### src/rtl/pipe_pkg.sv
// Shared definitions for mycpu pipeline stage registers: default widths,
// control-bundle field layout, the bubble (all-zero) control word and the
// "no register write" encoding of the write-enable field.
package pipe_pkg;

    localparam int DATA_W_DEF = 128;
    localparam int CTRL_W_DEF = 48;
    localparam int CNT_W_DEF  = 16;

    // Control-bundle field layout (LSB offset / width). Bits 43..47 are reserved.
    localparam int CTRL_OPCODE_LSB = 0;
    localparam int CTRL_OPCODE_W   = 7;
    localparam int CTRL_ALU_LSB    = 7;
    localparam int CTRL_ALU_W      = 6;
    localparam int CTRL_BR_LSB     = 13;
    localparam int CTRL_BR_W       = 4;
    localparam int CTRL_LS_LSB     = 17;
    localparam int CTRL_LS_W       = 5;
    localparam int CTRL_CSR_LSB    = 22;
    localparam int CTRL_CSR_W      = 15;
    localparam int CTRL_WEN_LSB    = 37;
    localparam int CTRL_RD_LSB     = 38;
    localparam int CTRL_RD_W       = 5;

    // A bubble carries an all-zero control word, so every enable is off.
    localparam logic [CTRL_W_DEF-1:0] CTRL_BUBBLE = '0;

    // Write-enable value meaning "this instruction does not write rd".
    localparam logic REG_WEN_NO_W = 1'b0;

    // Extract the register write-enable bit from a control word.
    function automatic logic ctrl_reg_wen(input logic [CTRL_W_DEF-1:0] ctrl);
        return ctrl[CTRL_WEN_LSB];
    endfunction

endpackage

### src/rtl/pipe_stall_counter.sv
// Saturating event counter with synchronous clear; clear beats increment.
// Used for per-stage stall-cycle performance counts.
module pipe_stall_counter
    import pipe_pkg::*;
#(
    parameter int W = CNT_W_DEF
) (
    input  logic         clk,
    input  logic         rst_n,
    input  logic         inc_i,
    input  logic         clr_i,
    output logic [W-1:0] cnt_o
);

    logic [W-1:0] cnt_q;
    logic [W-1:0] cnt_d;

    // Next count: clear first, otherwise increment until all-ones and hold there.
    always_comb begin
        cnt_d = cnt_q;
        if (clr_i) begin
            cnt_d = '0;
        end else if (inc_i && (cnt_q != '1)) begin
            cnt_d = cnt_q + 1'b1;
        end
    end

    // Counter register, asynchronously cleared by reset.
    always_ff @(posedge clk or negedge rst_n) begin
        if (!rst_n) begin
            cnt_q <= '0;
        end else begin
            cnt_q <= cnt_d;
        end
    end

    assign cnt_o = cnt_q;

endmodule

### src/rtl/pipe_stage_reg.sv
// Generic pipeline stage register: opaque payload plus a control bundle that
// is zeroed whenever the stage holds a bubble. Flush beats everything but reset.
// Handshake: a transfer happens on an edge where valid and ready are both high;
// valid never depends on ready, and the payload is stable while stalled.
// Optional macro PIPE_STAGE_SKID_EN adds a one-entry skid buffer and makes
// up_ready_o come straight from a flop (no dn_ready_i -> up_ready_o path).
module pipe_stage_reg
    import pipe_pkg::*;
#(
    parameter int DATA_W = DATA_W_DEF,
    parameter int CTRL_W = CTRL_W_DEF,
    parameter int CNT_W  = CNT_W_DEF
) (
    input  logic              clk,
    input  logic              rst_n,
    input  logic              up_valid_i,
    output logic              up_ready_o,
    input  logic [DATA_W-1:0] up_data_i,
    input  logic [CTRL_W-1:0] up_ctrl_i,
    input  logic              flush_i,
    output logic              dn_valid_o,
    input  logic              dn_ready_i,
    output logic [DATA_W-1:0] dn_data_o,
    output logic [CTRL_W-1:0] dn_ctrl_o,
    output logic [CNT_W-1:0]  stall_cnt_o,
    input  logic              cnt_clr_i
);

    localparam logic [CTRL_W-1:0] CTRL_ZERO = CTRL_W'(CTRL_BUBBLE);

    logic              valid_q, valid_d;
    logic [DATA_W-1:0] data_q,  data_d;
    logic [CTRL_W-1:0] ctrl_q,  ctrl_d;
    logic              up_xfer;

`ifdef PIPE_STAGE_SKID_EN
    logic              skid_valid_q, skid_valid_d;
    logic [DATA_W-1:0] skid_data_q,  skid_data_d;
    logic [CTRL_W-1:0] skid_ctrl_q,  skid_ctrl_d;
    logic              main_free;

    assign up_ready_o = ~skid_valid_q;
    assign up_xfer    = up_valid_i & up_ready_o;
    // Main entry is either empty or being drained on this edge.
    assign main_free  = ~valid_q | dn_ready_i;

    // Main/skid next state: skid refills main first to keep FIFO order.
    always_comb begin
        valid_d      = valid_q;
        data_d       = data_q;
        ctrl_d       = ctrl_q;
        skid_valid_d = skid_valid_q;
        skid_data_d  = skid_data_q;
        skid_ctrl_d  = skid_ctrl_q;
        if (flush_i) begin
            valid_d      = 1'b0;
            ctrl_d       = CTRL_ZERO;
            skid_valid_d = 1'b0;
            skid_ctrl_d  = CTRL_ZERO;
        end else if (main_free) begin
            if (skid_valid_q) begin
                // up_ready_o is low here, so no upstream transfer competes.
                valid_d      = 1'b1;
                data_d       = skid_data_q;
                ctrl_d       = skid_ctrl_q;
                skid_valid_d = 1'b0;
                skid_ctrl_d  = CTRL_ZERO;
            end else if (up_xfer) begin
                valid_d = 1'b1;
                data_d  = up_data_i;
                ctrl_d  = up_ctrl_i;
            end else begin
                valid_d = 1'b0;
                ctrl_d  = CTRL_ZERO;
            end
        end else if (up_xfer) begin
            skid_valid_d = 1'b1;
            skid_data_d  = up_data_i;
            skid_ctrl_d  = up_ctrl_i;
        end
    end

    // Skid entry registers.
    always_ff @(posedge clk or negedge rst_n) begin
        if (!rst_n) begin
            skid_valid_q <= 1'b0;
            skid_data_q  <= '0;
            skid_ctrl_q  <= CTRL_ZERO;
        end else begin
            skid_valid_q <= skid_valid_d;
            skid_data_q  <= skid_data_d;
            skid_ctrl_q  <= skid_ctrl_d;
        end
    end
`else
    logic dn_xfer;

    assign up_ready_o = ~valid_q | dn_ready_i;
    assign up_xfer    = up_valid_i & up_ready_o;
    assign dn_xfer    = valid_q & dn_ready_i;

    // Main next state: flush, then capture, then bubble on drain, else hold.
    always_comb begin
        valid_d = valid_q;
        data_d  = data_q;
        ctrl_d  = ctrl_q;
        if (flush_i) begin
            valid_d = 1'b0;
            ctrl_d  = CTRL_ZERO;
        end else if (up_xfer) begin
            valid_d = 1'b1;
            data_d  = up_data_i;
            ctrl_d  = up_ctrl_i;
        end else if (dn_xfer) begin
            valid_d = 1'b0;
            ctrl_d  = CTRL_ZERO;
        end
    end
`endif

    // Main entry registers; payload is only cleared by reset.
    always_ff @(posedge clk or negedge rst_n) begin
        if (!rst_n) begin
            valid_q <= 1'b0;
            data_q  <= '0;
            ctrl_q  <= CTRL_ZERO;
        end else begin
            valid_q <= valid_d;
            data_q  <= data_d;
            ctrl_q  <= ctrl_d;
        end
    end

    pipe_stall_counter #(
        .W (CNT_W)
    ) u_stall_cnt (
        .clk   (clk),
        .rst_n (rst_n),
        .inc_i (valid_q & ~dn_ready_i & ~flush_i),
        .clr_i (cnt_clr_i),
        .cnt_o (stall_cnt_o)
    );

    assign dn_valid_o = valid_q;
    assign dn_data_o  = data_q;
    assign dn_ctrl_o  = ctrl_q;

endmodule

### config.mk
export PLATFORM = sky130hd
export DESIGN_NAME = pipe_stage_reg
export DESIGN_NICKNAME = d
export VERILOG_FILES = /design/src/rtl/pipe_pkg.sv /design/src/rtl/pipe_stall_counter.sv /design/src/rtl/pipe_stage_reg.sv
export SDC_FILE = /design/constraint.sdc
export NUM_CORES = 1
export LEC_CHECK = 0
export BUFFER_PORTS_ARGS = -buffer_cell sky130_fd_sc_hd__clkbuf_2
export CELL_PAD_IN_SITES_DETAIL_PLACEMENT = 1
export CELL_PAD_IN_SITES_GLOBAL_PLACEMENT = 1
export CORE_UTILIZATION = 32
export DETAILED_ROUTE_END_ITERATION = 10
export GPL_TIMING_DRIVEN = 0
export HOLD_SLACK_MARGIN = 0.15
export PLACE_DENSITY = 0.75
export SYNTH_ARGS = -nofsm -noshare
export SYNTH_HDL_FRONTEND = slang
export SYNTH_SLANG_ARGS = --single-unit
### constraint.sdc
create_clock -name clk -period 2.6 [get_ports clk]
set_clock_uncertainty 0.2 [all_clocks]
set_input_delay 0.26 -clock clk [delete_from_list [all_inputs] [get_ports clk]]
set_output_delay 0.26 -clock clk [all_outputs]
set_load 0.03 [all_outputs]
; After elaboration in Yosys (flattened, before gate mapping)
; Cells that the tools add are included.
[word_totals]
elab_cells = 26
inputBits = 182
output_inout_bits = 194
reg_bits = 193
[classes]
mux = 8
bitwise_logic = 8
n_reduce_logical = 4
add_sub_neg = 1
n_eq_ne = 1
[ops]
columns = cell, count
row1 = two-way mux 48 bit, 3
row2 = two-way mux 16 bit, 2
row3 = adder 16 x 1 -> 16 bit (second input constant), 1
row4 = != test 16 bit (second input constant), 1
row5 = AND 1 bit, 4
row6 = two-way mux 1 bit, 3
row7 = NOT 1 bit, 3
row8 = nonzero test 3 bit, 1
row9 = AND reduction 2 bit, 1
row10 = nonzero test 2 bit, 1
row11 = logical AND 1 bit, 1
row12 = bitwise OR 1 bit, 1

; Logic depth before layout (Yosys ltp)
[logic_depth]
word_depth = 6
ltp_mapped = 6
ltp_nobuf = 5

; Hierarchy
; Synthesis repeated with hierarchy kept, for this count alone.
[unflattened]
cells_unflattened = 648
hier_area_um2 = 8572.0
[modules_own_cells]
columns = mod, instances, seq_area_each_um2, area_each_um2, cells_per_inst
row1 = pipe_stage_reg, 1, 4429.2, 7629.8, 550
row2 = pipe_stall_counter, 1, 400.4, 942.2, 98

; Worst setup path after synthesis
; Ideal clock, no wire load.
[synth_timing]
path_type = flip-flop to flip-flop
start = register u_stall_cnt.cnt_q[0] (netlist: u_stall_cnt.cnt_o[0])
end = register u_stall_cnt.cnt_q[0] (netlist: u_stall_cnt.cnt_o[0])
t_arrival_ns = 1.796
stages_incl_launch_ff = 6
setup_ns = 0.125
path_slack_ns = 0.480
synth_period_minus_slack_ns = 2.120
path_buffers = 0
cell_sequence = dfrtp_1 ha_1 nand4_1 nor4_2 nor3_1 mux2_2
[synth_via]
elab_chain_len = 3
elab_cells_between_ends = 6
classes_between = add/sub: 1 / eq/ne: 1 / mux: 2 / reduce/logical: 2
[synth_lines]
columns = element, line_no
row1 = from (decl), pipe_stall_counter.sv:15  ; logic [W-1:0] cnt_q;
row2 = from (signal assigned), pipe_stall_counter.sv:33  ; cnt_q <= cnt_d;
row3 = adder 16 x 1 -> 16 bit / != test 16 bit (equally long branches), "pipe_stall_counter.sv:24, pipe_stall_counter.sv:23"
row4 = two-way mux 16 bit / logical AND 1 bit (equally long branches), pipe_stall_counter.sv:23  ; end else if (inc_i && (cnt_q != '1)) begin
row5 = two-way mux 16 bit / nonzero test 2 bit (equally long branches), --
; Several ways; a longest one is shown, not always the timed one. The select of a mux whose other input is x is not followed.
; A chain may end at the register's enable or synchronous reset.

; Worst setup path after layout
[layout_timing]
start = input port dn_ready_i
end = register valid_q (netlist: dn_valid_o)
[layout_via]
elab_chain_len = 4
elab_cells_between_ends = 6
classes_between = mux: 2 / bitwise: 3 / reduce/logical: 1
[layout_lines]
columns = element, line_no
row1 = from (decl), pipe_stage_reg.sv:22  ; input logic dn_ready_i,
row2 = bitwise OR 1 bit, pipe_stage_reg.sv:98  ; assign up_ready_o = ~valid_q | dn_ready_i;
row3 = AND 1 bit, pipe_stage_reg.sv:99  ; assign up_xfer = up_valid_i & up_ready_o;
row4 = two-way mux 1 bit, pipe_stage_reg.sv:110  ; end else if (up_xfer) begin
row5 = two-way mux 1 bit, pipe_stage_reg.sv:107  ; if (flush_i) begin
row6 = to (signal assigned), pipe_stage_reg.sv:128  ; valid_q <= valid_d;
row7 = to (decl), pipe_stage_reg.sv:31  ; logic valid_q, valid_d;
; Several ways; a longest one is shown, not always the timed one.

==> flow_summary.yaml <==
outcome:
  status: "finished clean"
worst_setup_path:
  required_ps: 2760
  crit_chain: "dlygate4sd3_1 > clkbuf_2 > nor2b_1 > nor2_1 > dlygate4sd3_1 > nor2_1 > dlygate4sd3_1"
  crit_arrival_ps: 2630
  crit_path_start_kind: "primary input"
  critPathMaxStageDelay_ps: 570
  cp_max_fo: 4
  critical-path-top-delay-family: "buffers and inverters"
  path_class: "in2reg"
  crit_path_end_kind: "flop"
  path_common_cell: "dlygate4sd3_1"
  critPathBufInv: 4
  rrSetupSlack_ps: 150
  crit_path_top_delay_cell: "dlygate4sd3_1"
floorplan:
  start_util_pct: 32.5
  die_height_um: 154
  fp.dieW_um: 154
  io_pins: 376
  die_area_um2: 23600
  rows: 55
  core_area_um2: 22600
finish:
  syn_to_final_growth_pct: 63.8
  fin_area_um2: 12100
  utilization_pct: 53.3
  n_fill_cell: 2378
  nets: 1241
  instances_no_fill: 1360
  multiInputGateArea_um2: 2410
  ff_latch_area_um2: 4830
  drive_gt1_share_pct: 52.3
sta:
  rsz0062_at_grt: "false"
  hold_viol: 0
  fmax_mhz: 405
  setup_viol: 0
  relSlewSlack_pct: 46.0
  timing.final.crit_period_ps: 2470
  period_share_pct: 95.1
  worst_pin_slew_ps: 810
  maxSlewViolCount: 0
worst_hold_path:
  hp-class: "in2async"
detailed_routing:
  wl_met3_um: 1400
  wl_met1_um: 10400
  wl_met2_um: 15600
  first_pass_iters: 4
  totalWireLength_um: 28500
  initialDrtViolationCount: 193
  ant_nets: 0
  drc: 0
  via_count: 6577
  wl_per_cell_um: 21.0
  avgViaCountPerCell: 4.84
  dr.max_layer_used: "met4"
logic_synthesis:
  syn-cell-area_um2: 7370
  seq_area_frac_synth_pct: 65.5
  synth_warnings: 0
  syn_inst: 480
  synth_cell_type_count: 38
  synth_area_leader_cell: "dfrtp_1"
  synth_top_cell_area_share_pct: 65.5
  synth-seq-cells: 193
  syn-num-nets: 663
  avgSynthCellArea_um2: 15.4
  synthTopCellsByArea: "dfrtp_1 (66%), mux2_2 (20%), a22o_1 (5.7%)"
power:
  vdd_drop_max_mv: 0.409
  p_sw_mw: 2.98
  internal_power_mw: 5.54
  power_mw: 8.51
  pwr-share-comb_pct: 26.6
  power_frac_seq_pct: 42.7
  power.leakage_nw: 5.92
  p_sw_share_pct: 35.0
  p_clk_share_pct: 30.7
  p_per_area_nw_per_um2: 706
placed_design:
  io_buffers: 374
  place_area_um2: 9630
  place_inst: 1140
  gp_congestion: 0.798
  hpwl_um: 16800
cts:
  cts-root-buf: "clkbuf_16"
  clk_latency_ps: 420
  clk_path_buf_depth: 2
  htree_levels: 4
  cts_tree: "done"
  clkTransAtPathRegs_ps: 80
  clock_sinks: 193
  cts_buffers: 17
job:
  drv_cap: 0
global_route:
  grt_use_total_pct: 24.4
  grt_first_pass_wirelength_um: 43900
  antenna_found_initial: 3
  grt_pass1_vias: 7665
  grt_max_degree: 99
  gr-total-overflow: 0
[registers in the layout, summed over array words and instances (netlist names)]
signal             flops
u_stall_cnt.cnt_o     16
dn_ctrl_o             48
dn_data_o            128
dn_valid_o             1
[cells by family after synthesis]
kind of cell | after synthesis | share of synthesized area (%)
buffers and inverters | 29 | 1.77
AND/OR/NAND/NOR | 53 | 4.69
multiplexers | 131 | 20.0
AO/OA/AOI/OAI | 73 | 7.83
flip-flops | 193 | 65.5
adder cells (fa/ha/maj) | 1 | 0.170
[power by group through the flow]
| stage | sequential, mW | combinational (mW) | clock, mW |
|---|---|---|---|
| floorplan | 4.41 | 0.442 | 0 |
| global placement | 3.63 | 1.94 | 0 |
| detailed placement | 3.66 | 1.99 | 0 |
| CTS | 3.60 | 2.22 | 2.67 |
| global route | 3.68 | 2.38 | 2.80 |
| finish | 3.64 | 2.27 | 2.61 |
[per-layer routing]
| layer | GRT usage, % | vias to the layer above |
|---|---|---|
| met5 | 0 | - |
| met4 | 12.9 | 0 |
| met3 | 5.02 | 67 |
| met2 | 45.3 | 268 |
| met1 | 26.0 | 3309 |
| li1 | - | 2933 |
[cells in the final DEF, fill, tap and decap left out, types with 7 or more instances in the layout]
cell type,synthesis,final
nor2_1,9,9
clkbuf_16,0,17
clkbuf_2,0,375
a22o_1,48,48
a21oi_1,9,9
mux2_2,130,130
nand2_1,7,7
dfrtp_1,193,193
dlygate4sd3_1,0,184
buf_2,17,17
[synthesized netlist by cell type (all sizes together)]
master  count
a211oi      1
a21oi       9
a22o       48
a311oi      1
a31oi       4
and3        2
and3b       1
and4        2
buf        23
clkbuf      4
dfrtp     193
ha          1
inv         2
mux2      130
mux2i       1
nand2       7
nand2b      2
nand3       2
nand4       5
nor2        9
nor2b       3
nor3        4
nor3b       3
nor4        3
o21ai       3
o21bai      1
o31ai       4
o41ai       2
or2         2
or3         2
or4         6
[per-stage QoR]
| step | setup WS [ps] | hold slack, ps | TNS [ps] |
|---|---|---|---|
| floorplan | 480 | -236 | 0 |
| global placement | -2710 | 282 | -519210 |
| detailed placement | 19.7 | 198 | 0 |
| CTS | 126 | 292 | 0 |
| global route | 30.5 | 320 | 0 |
| finish | 128 | 300 | 0 |
[final timing paths]
check                                   start        endpoint  depth (start not counted)
worst max-delay path               dn_ready_i      dn_valid_o                          7
worst min register to register  dn_ctrl_o[42]   dn_ctrl_o[42]                          1
worst min-delay path                    rst_n   dn_data_o[45]                          2
worst max register to register     dn_valid_o   dn_data_o[49]                          5
min in group clk                dn_ctrl_o[42]   dn_ctrl_o[42]                          1
max in group asynchronous               rst_n  dn_data_o[112]                          3
[final cells by class]
class,count,share of cell area [%]
antenna,4,0.0829
buffer,27,1.04
clock buffer,19,3.59
clock inverter,13,1.17
inverter,2,0.0622
multi-input combinational,258,20.0
sequential,193,40.0
tap,285,2.95
timing repair buffer,559,31.1
[repair_timing]
action	in CTS	in global routing
endpoints found under the hold margin	279	0
hold buffers	184	0
buffers inserted	0	0
setup endpoints to repair	1	4
resized for setup	1	2
Note: power is estimated with default switching activity, not from simulation.
